<file path="src/rtl/xbar_pkg.sv">
// Shared crossbar definitions: default sizes, arbiter state encoding, lane-index width helper.
package xbar_pkg;

  localparam int XBAR_DATA_WIDTH = 32;
  localparam int NUM_PORT        = 8;

  typedef enum logic {
    ARB_IDLE = 1'b0,
    ARB_LOCK = 1'b1
  } arb_state_t;

  function automatic int lane_id_width(input int n);
    return (n <= 2) ? 1 : $clog2(n);
  endfunction

endpackage

</file>
<file path="src/rtl/xbar_rr_arbiter.sv">
// Combinational rotating-priority encoder: first req at or above ptr, wrapping modulo N.
// XBAR_ARB_FIXED_PRIO_EN selects plain lowest-index priority and ignores ptr.
module xbar_rr_arbiter
  import xbar_pkg::*;
#(
  parameter int N    = NUM_PORT,
  parameter int ID_W = lane_id_width(N)
) (
  input  logic [N-1:0]    req,
  input  logic [ID_W-1:0] ptr,
  output logic [N-1:0]    grant,
  output logic [ID_W-1:0] grant_id
);

  logic found;

  always_comb begin
    grant    = '0;
    grant_id = '0;
    found    = 1'b0;
    for (int i = 0; i < N; i++) begin
      logic [ID_W-1:0] idx;
`ifdef XBAR_ARB_FIXED_PRIO_EN
      idx = ID_W'(i);
`else
      // N is a power of two, so the ID_W-bit add wraps exactly modulo N.
      idx = ptr + ID_W'(i);
`endif
      if (!found && req[idx]) begin
        found       = 1'b1;
        grant[idx]  = 1'b1;
        grant_id    = idx;
      end
    end
  end

endmodule

</file>
<file path="src/rtl/xbar_out_arbiter_8_1_seq.sv">
// Crossbar output port: round-robin lane select with packet lock, 1-entry registered output (1-cycle latency, 1 beat/cycle).
// Backpressure: o_ready only to the granted lane when the output slot is free; XBAR_ARB_FIXED_PRIO_EN selects fixed priority.
module xbar_out_arbiter_8_1_seq
  import xbar_pkg::*;
#(
  parameter int DATA_WIDTH     = XBAR_DATA_WIDTH,
  parameter int NUM_INPUT_DATA = NUM_PORT
) (
  input  logic                                 clk,
  input  logic                                 rst,
  input  logic [NUM_INPUT_DATA-1:0]            i_valid,
  input  logic [NUM_INPUT_DATA*DATA_WIDTH-1:0] i_data_bus,
  input  logic [NUM_INPUT_DATA-1:0]            i_last,
  output logic [NUM_INPUT_DATA-1:0]            o_ready,
  input  logic [NUM_INPUT_DATA-1:0]            i_lane_mask,
  input  logic                                 i_en,
  output logic                                 o_valid,
  output logic [DATA_WIDTH-1:0]                o_data,
  output logic                                 o_last,
  output logic [lane_id_width(NUM_INPUT_DATA)-1:0] o_src_id,
  input  logic                                 i_ready
);

  localparam int ID_WIDTH = lane_id_width(NUM_INPUT_DATA);

  arb_state_t                state, state_nxt;
  logic [ID_WIDTH-1:0]       ptr, ptr_nxt;
  logic [ID_WIDTH-1:0]       lock_lane, lock_nxt;
  logic [NUM_INPUT_DATA-1:0] req, rr_grant, lock_onehot, grant;
  logic [ID_WIDTH-1:0]       rr_id, win_id;
  logic                      space, accept, acc_last;
  logic [DATA_WIDTH-1:0]     acc_data;

  assign req = i_valid & i_lane_mask;

  xbar_rr_arbiter #(
    .N    (NUM_INPUT_DATA),
    .ID_W (ID_WIDTH)
  ) u_rr (
    .req      (req),
    .ptr      (ptr),
    .grant    (rr_grant),
    .grant_id (rr_id)
  );

  // A held lock keeps its grant even if the lane's mask bit drops mid-packet.
  always_comb begin
    lock_onehot            = '0;
    lock_onehot[lock_lane] = 1'b1;
  end

  assign grant    = (state == ARB_LOCK) ? lock_onehot : rr_grant;
  assign win_id   = (state == ARB_LOCK) ? lock_lane : rr_id;
  assign space    = ~o_valid | i_ready;
  assign o_ready  = (i_en && rst && space) ? grant : '0;
  assign accept   = |(i_valid & o_ready);
  assign acc_data = i_data_bus[win_id*DATA_WIDTH +: DATA_WIDTH];
  assign acc_last = i_last[win_id];

  always_comb begin
    state_nxt = state;
    ptr_nxt   = ptr;
    lock_nxt  = lock_lane;
    if (accept) begin
      if (acc_last) begin
        state_nxt = ARB_IDLE;
`ifdef XBAR_ARB_FIXED_PRIO_EN
        ptr_nxt   = '0;
`else
        ptr_nxt   = win_id + ID_WIDTH'(1);
`endif
      end else begin
        state_nxt = ARB_LOCK;
        lock_nxt  = win_id;
      end
    end
  end

  always_ff @(posedge clk) begin
    if (!rst) begin
      state     <= ARB_IDLE;
      ptr       <= '0;
      lock_lane <= '0;
    end else begin
      state     <= state_nxt;
      ptr       <= ptr_nxt;
      lock_lane <= lock_nxt;
    end
  end

  always_ff @(posedge clk) begin
    if (!rst) begin
      o_valid  <= 1'b0;
      o_data   <= '0;
      o_last   <= 1'b0;
      o_src_id <= '0;
    end else if (accept) begin
      o_valid  <= 1'b1;
      o_data   <= acc_data;
      o_last   <= acc_last;
      o_src_id <= win_id;
    end else if (i_ready) begin
      o_valid  <= 1'b0;
    end
  end

endmodule
</file>
<file path="config.mk">
export PLATFORM = sky130hd
export DESIGN_NAME = xbar_out_arbiter_8_1_seq
export DESIGN_NICKNAME = d
export VERILOG_FILES = /design/src/rtl/xbar_pkg.sv /design/src/rtl/xbar_rr_arbiter.sv /design/src/rtl/xbar_out_arbiter_8_1_seq.sv
export SDC_FILE = /design/constraint.sdc
export NUM_CORES = 1
export LEC_CHECK = 0
export BUFFER_PORTS_ARGS = -buffer_cell sky130_fd_sc_hd__clkbuf_2
export CAP_MARGIN = 40
export CELL_PAD_IN_SITES_DETAIL_PLACEMENT = 1
export CELL_PAD_IN_SITES_GLOBAL_PLACEMENT = 1
export CORE_UTILIZATION = 35
export CTS_CLUSTER_SIZE = 12
export DETAILED_ROUTE_END_ITERATION = 12
export PLACE_DENSITY = 0.9
export RECOVER_POWER = 25
export SYNTH_ARGS = -nofsm -noshare
export SYNTH_HDL_FRONTEND = slang
export SYNTH_SLANG_ARGS = --single-unit
</file>
<file path="constraint.sdc">
create_clock -name clk -period 12 [get_ports clk]
set_clock_uncertainty 0.05 [all_clocks]
set_input_delay 3 -clock clk [delete_from_list [all_inputs] [get_ports clk]]
set_output_delay 3 -clock clk [all_outputs]
set_load 0.02 [all_outputs]
</file>
# Word-level counts from Yosys, hierarchy flattened
# Cells that the tools add are included.
# totals
word_cells,141
regBits,44
# classes
shift,1
bitwise_logic,12
addsub,8
muxes,65
n_lt_le_gt_ge,19
n_reduce_logical,29
# op_table
cell,n
indexed part select 256 x 9 -> 32 bit,1
2-to-1 mux 8 bit,10
OR 8 bit,7
less-than comparator 3 x 4 -> 1 bit (second input constant),10
2-to-1 mux 1 bit,28
binary-select mux 1 bit (select 3 bit),9
demux 1 bit (select 3 bit),9
>= comparator 3 x 1 -> 1 bit (second input constant),9
2-to-1 mux 3 bit,9
logical AND 1 bit,18
AND 8 bit,2
adder 3 bit (second input constant),4
OR reduction 8 bit,1
logical NOT 1 bit,7
adder 3 x 1 -> 3 bit (second input constant),2
adder 3 x 2 -> 3 bit (second input constant),2
AND reduction 2 bit,2
inverter 1 bit,2
nonzero test 2 bit,1
OR 1 bit,1

# Logic depth before layout (Yosys ltp)
# logic_depth
depth_word,30
depth_mapped,19

# Cells and area by module
# From an unflattened synthesis, not the netlist that was laid out.
# unflattened
cells_unflattened,821
hier_area_um2,5539.1
# modules_own_cells
module,seq_area_each_um2,n_inst,area_per_inst_um2,cells_per_inst
xbar_out_arbiter_8_1_seq,880.8,1,4326.6,685
xbar_rr_arbiter,0.0,1,1212.4,136

# Worst setup path after synthesis
# OpenSTA, ideal clock, no wires.
# synth_path
path_type,input port to output port
startpoint,in i_valid[1]
endpoint,out o_ready[7]
arrival_ps,5464
cell_stages,10
path_buffers,2
setup_slack_ps,3486
cell_sequence,and3_4 or3_1 a2111o_1 a211o_1 buf_6 buf_4 o32ai_1 a21oi_1 or3_1 a31oi_1
# synth_via
elab_chain_len,27
word_cells_on_any_way,55
# synth_rtl
item,line,rtl
from (decl),xbar_out_arbiter_8_1_seq.sv:11,"input logic [NUM_INPUT_DATA-1:0] i_valid,"
AND 8 bit (*),xbar_out_arbiter_8_1_seq.sv:34,assign req = i_valid & i_lane_mask;
binary-select mux 1 bit (select 3 bit),xbar_rr_arbiter.sv:29,if (!found && req[idx]) begin
2-to-1 mux 1 bit (implied by the code),xbar_rr_arbiter.sv:29,
2-to-1 mux 1 bit,xbar_rr_arbiter.sv:29,
logical NOT 1 bit,xbar_rr_arbiter.sv:29,
logical AND 1 bit,xbar_rr_arbiter.sv:29,
2-to-1 mux 1 bit,xbar_rr_arbiter.sv:29,
logical NOT 1 bit,xbar_rr_arbiter.sv:29,
[11 not listed],--,
logical NOT 1 bit,xbar_rr_arbiter.sv:29,
logical AND 1 bit,xbar_rr_arbiter.sv:29,
2-to-1 mux 1 bit,xbar_rr_arbiter.sv:29,
logical NOT 1 bit,xbar_rr_arbiter.sv:29,
logical AND 1 bit,xbar_rr_arbiter.sv:29,
2-to-1 mux 8 bit (*),xbar_rr_arbiter.sv:29,
2-to-1 mux 8 bit (*),xbar_out_arbiter_8_1_seq.sv:52,assign grant = (state == ARB_LOCK) ? lock_onehot : rr_grant;
2-to-1 mux 8 bit (*),xbar_out_arbiter_8_1_seq.sv:55,assign o_ready = (i_en && rst && space) ? grant : '0;
to (decl),xbar_out_arbiter_8_1_seq.sv:14,"output logic [NUM_INPUT_DATA-1:0] o_ready,"
# Mark *: on every way between the ends. The rest lies on a longest branch, timed or not. The select of a mux whose other input is x is not followed.

# Worst setup path in the final report
# layout_path
startpoint,in i_valid[7]
endpoint,out o_ready[7]
# Same word-level chain as after synthesis.

==> flow_summary.yaml <==
run_status:
  status: "finished clean"
power_and_ir_drop:
  power_frac_comb_pct: 78.4
  switchingPower_uw: 889
  vdd_ir_drop_max_mv: 0.450
  pwr-share-clk_pct: 9.4
  p_int_uw: 870
  power_frac_seq_pct: 12.1
  p_sw_share_pct: 50.5
  powerDensity_mw_per_mm2: 225
  power.leakage_uw: 0.00375
routing:
  drt_iter0_drc: 524
  vias: 7131
  wl_um: 30100
  drt.antenna.violating_nets: 0
  avgViaCountPerCell: 5.88
  drtPass1Iterations: 5
  routedWlPerCell_um: 24.8
  drc: 0
final_layout:
  nFillCells: 2081
  drive_above_1_share_pct: 36.7
  stdcell_count: 1212
  seq_area_sq_um: 881
  area_growth_pct: 32.2
  multi_input_area_sq_mm: 0.00468
  layout.nets: 1274
floorplanning:
  pin_count: 329
  die_x_um: 132
  die-height_um: 132
  start_util_pct: 35.8
  dieArea_sq_mm: 0.0174
  coreArea_sq_mm: 0.0165
  row_count: 47
run:
  cap_violations: 0
clock_network:
  cts_max_level: 2
  clock_latency_ns: 0.30
  cts.clk_slew.worst_paths_ns: 0.07
  cts_tree: "built"
  cts_buffers: 5
  cts.sinks: 44
  cts_resized: 0
  clockRootBuffer: "clkbuf_16"
  cts_post_setup_buffers_inserted: 0
  clockBufferDepth: 2
  hold_buffers: 0
synthesis:
  synth_top_area_cell: "mux2i_1"
  yosysWarnings: 0
  ys_top_cells_by_count: "mux2i_1 (202), nor2_1 (87), dfxtp_1 (44), nand2_1 (41), o221ai_1 (32)"
  syn_avg_cell_area_sq_um: 8.51
  synthCells: 694
  synth_edf_count: 0
  synth_flop_cell: "dfxtp_1"
  async_flop_share_pct: 0
  yosysMostFrequentCell: "mux2i_1"
  synth_fp_nets: 985
  synthAdderAreaFrac_pct: 1.48
  synth_top_family_by_area: "multiplexers"
  ys_ff_latch: 44
  yosysSeqAreaShare_pct: 14.9
  synth_top_area_share_pct: 34.2
  synthSimpleGateAreaFrac_pct: 17.5
  synth_area_sq_mm: 0.00591
  synthMuxAreaShare_pct: 41.3
  netlist_top_cells_area: "mux2i_1 (34%), dfxtp_1 (15%), mux4_2 (6.5%), nor2_1 (5.5%), o221ai_1 (4.7%)"
  ys_types: 75
  synthXorXnorAreaFrac_pct: 1.19
  synth_compound_area_share_pct: 17.2
setup_path:
  worstSetupEndpointType: "output pin"
  cp.arrival_ns: 6.21
  critPathKind: "in2out"
  worst_path_most_repeated_cell: "clkbuf_2"
  cp_slowest_stage_delay_ns: 0.63
  start_kind: "input pin"
  cpMaxStageDelayCell: "mux4_2"
  required_ns: 8.95
  critPathBufInv: 2
  crit_family: "compound AO/OA/AOI/OAI gates"
  path_max_fanout: 22
  cp_cell_sequence: "clkbuf_2 > nand2_1 > o21ai_0 > mux4_2 > a211o_1 > nor2_1 > a211oi_1 > or3_1 > a31oi_1 > clkbuf_2"
timing:
  fin_crit_sh_pct: 77.1
  period_needed_ns: 9.26
  slew_headroom_pct: 27.5
  rsz0062_at_grt: "no"
  hold_violations: 0
  slew_violations: 0
  setup_viol: 0
  worst_pin_slew_ns: 1.09
  fmax_mhz: 108
  tns_ns: 0
place:
  place_inst: 1196
  hpwl_um: 24800
  portBuffers: 328
  gp_congestion: 0.962
global_routing:
  grt_max_degree: 134
  antenna_found_initial: 9
  first_global_vias: 7226
  gr-total-overflow: 0
  grt.total_usage_pct: 33.5
  grt_pass1_wl_um: 43600
worst_hold_path:
  hold_path_class: "reg2reg"
-- layout make-up --
type                            instances  area share [%]
Clock inverter                          3           0.593
Tap cell                              220            3.52
Antenna cell                            8           0.256
Timing Repair Buffer                  337            22.1
Clock buffer                            5            1.60
Inverter                               16           0.769
Multi-Input combinational cell        579            59.9
Sequential cell                        44            11.3
-- registers in the layout, indices dropped and copies added, names as in the netlist --
register,cells
lock_lane,3
o_data,32
o_last,1
o_src_id,3
o_valid,1
ptr,3
state,1
-- logic make-up after synthesis --
kind of cell / Yosys count
multiplexers: 222
XOR/XNOR: 5
AO/OA/AOI/OAI: 132
flip-flops: 44
buffers and inverters: 71
AND/OR/NAND/NOR: 213
adder cells (fa/ha/maj): 7
-- layout by cell type (no fill, tap or decap), types with 3 or more instances in the layout --
cell type  Yosys  routed
nand4_1        6       6
a311oi_1       3       3
o211ai_1       3       3
mux4_2        17      17
diode_2        0       8
nor2_1        87      87
ha_1           7       7
o21a_1         4       4
inv_1         13      13
nor2b_1        5       5
a211o_1        5       5
nand2b_1       3       3
buf_4         15       6
nand2_1       41      41
mux2i_1      202     202
clkbuf_16      0       5
a22oi_1        3       3
a31oi_1        7       7
a211oi_1       6       6
nor4_1         8       8
a21boi_0       3       3
and2_1         6       6
or2_2          3       3
a21oi_1       17      17
o221ai_1      32      32
nand3_1       18      17
o31ai_1        5       4
nor3_1         9       9
or3_1          3       3
clkbuf_1      21      22
clkbuf_2       0     306
a221oi_1       3       3
dfxtp_1       44      44
and3_1         7       7
o21ai_0       12      12
nand3b_1       6       6
-- routing by layer --
metal | global-route usage, % | vias up | routed length, um
li1 | - | 3244 | -
met1 | 38.8 | 3438 | 11600
met2 | 57.9 | 367 | 14900
met3 | 5.38 | 80 | 1770
met4 | 20.6 | 2 | 1710
met5 | 0 | - | 17
-- power by group through the flow --
stage	sequential (uW)	combinational [uW]	clock, uW
2_1_floorplan	245	1000	0
3_3_place_gp	215	1310	0
3_5_place_dp	217	1370	0
4_1_cts	213	1370	170
5_1_grt	217	1460	175
6_report	213	1380	166
-- per-stage QoR --
step	setup WS [ns]	hold slack, ns	cell area, sq um	power (uW)	util, %
floorplan	3.49	0.469	5910	1250	-
global placement	2.86	0.392	7600	1530	46.0
detailed placement	2.84	0.387	7650	1580	46.3
CTS	2.83	0.399	7820	1750	47.3
global route	2.52	0.425	7810	1850	47.3
finish	2.74	0.396	7810	1760	47.3
-- path summary, 6_finish.rpt --
kind | startpoint | end | slack (ns) | depth (start not counted)
max reg2reg | ptr[0] | lock_lane[2] | 5.32 | 14
min | o_src_id[0] | o_src_id[0] | 0.40 | 2
max | i_valid[7] | o_ready[7] | 2.74 | 10
min reg2reg | o_src_id[0] | o_src_id[0] | 0.40 | 2
-- worst register-to-register path, cell delays in order, from the launching register on --
cell and delay (ns):
dfxtp_1 0.31, buf_4 0.39, inv_1 0.44, ha_1 0.91, inv_2 0.31, mux4_2 0.49, a211o_1 0.60, nor3_1 0.66
mux2i_1 0.25, o31ai_4 0.13, buf_12 0.53, mux4_2 0.68, mux2i_2 0.40, nand2_1 0.16, a31o_2 0.27
Power figures use the tool's default switching activity.
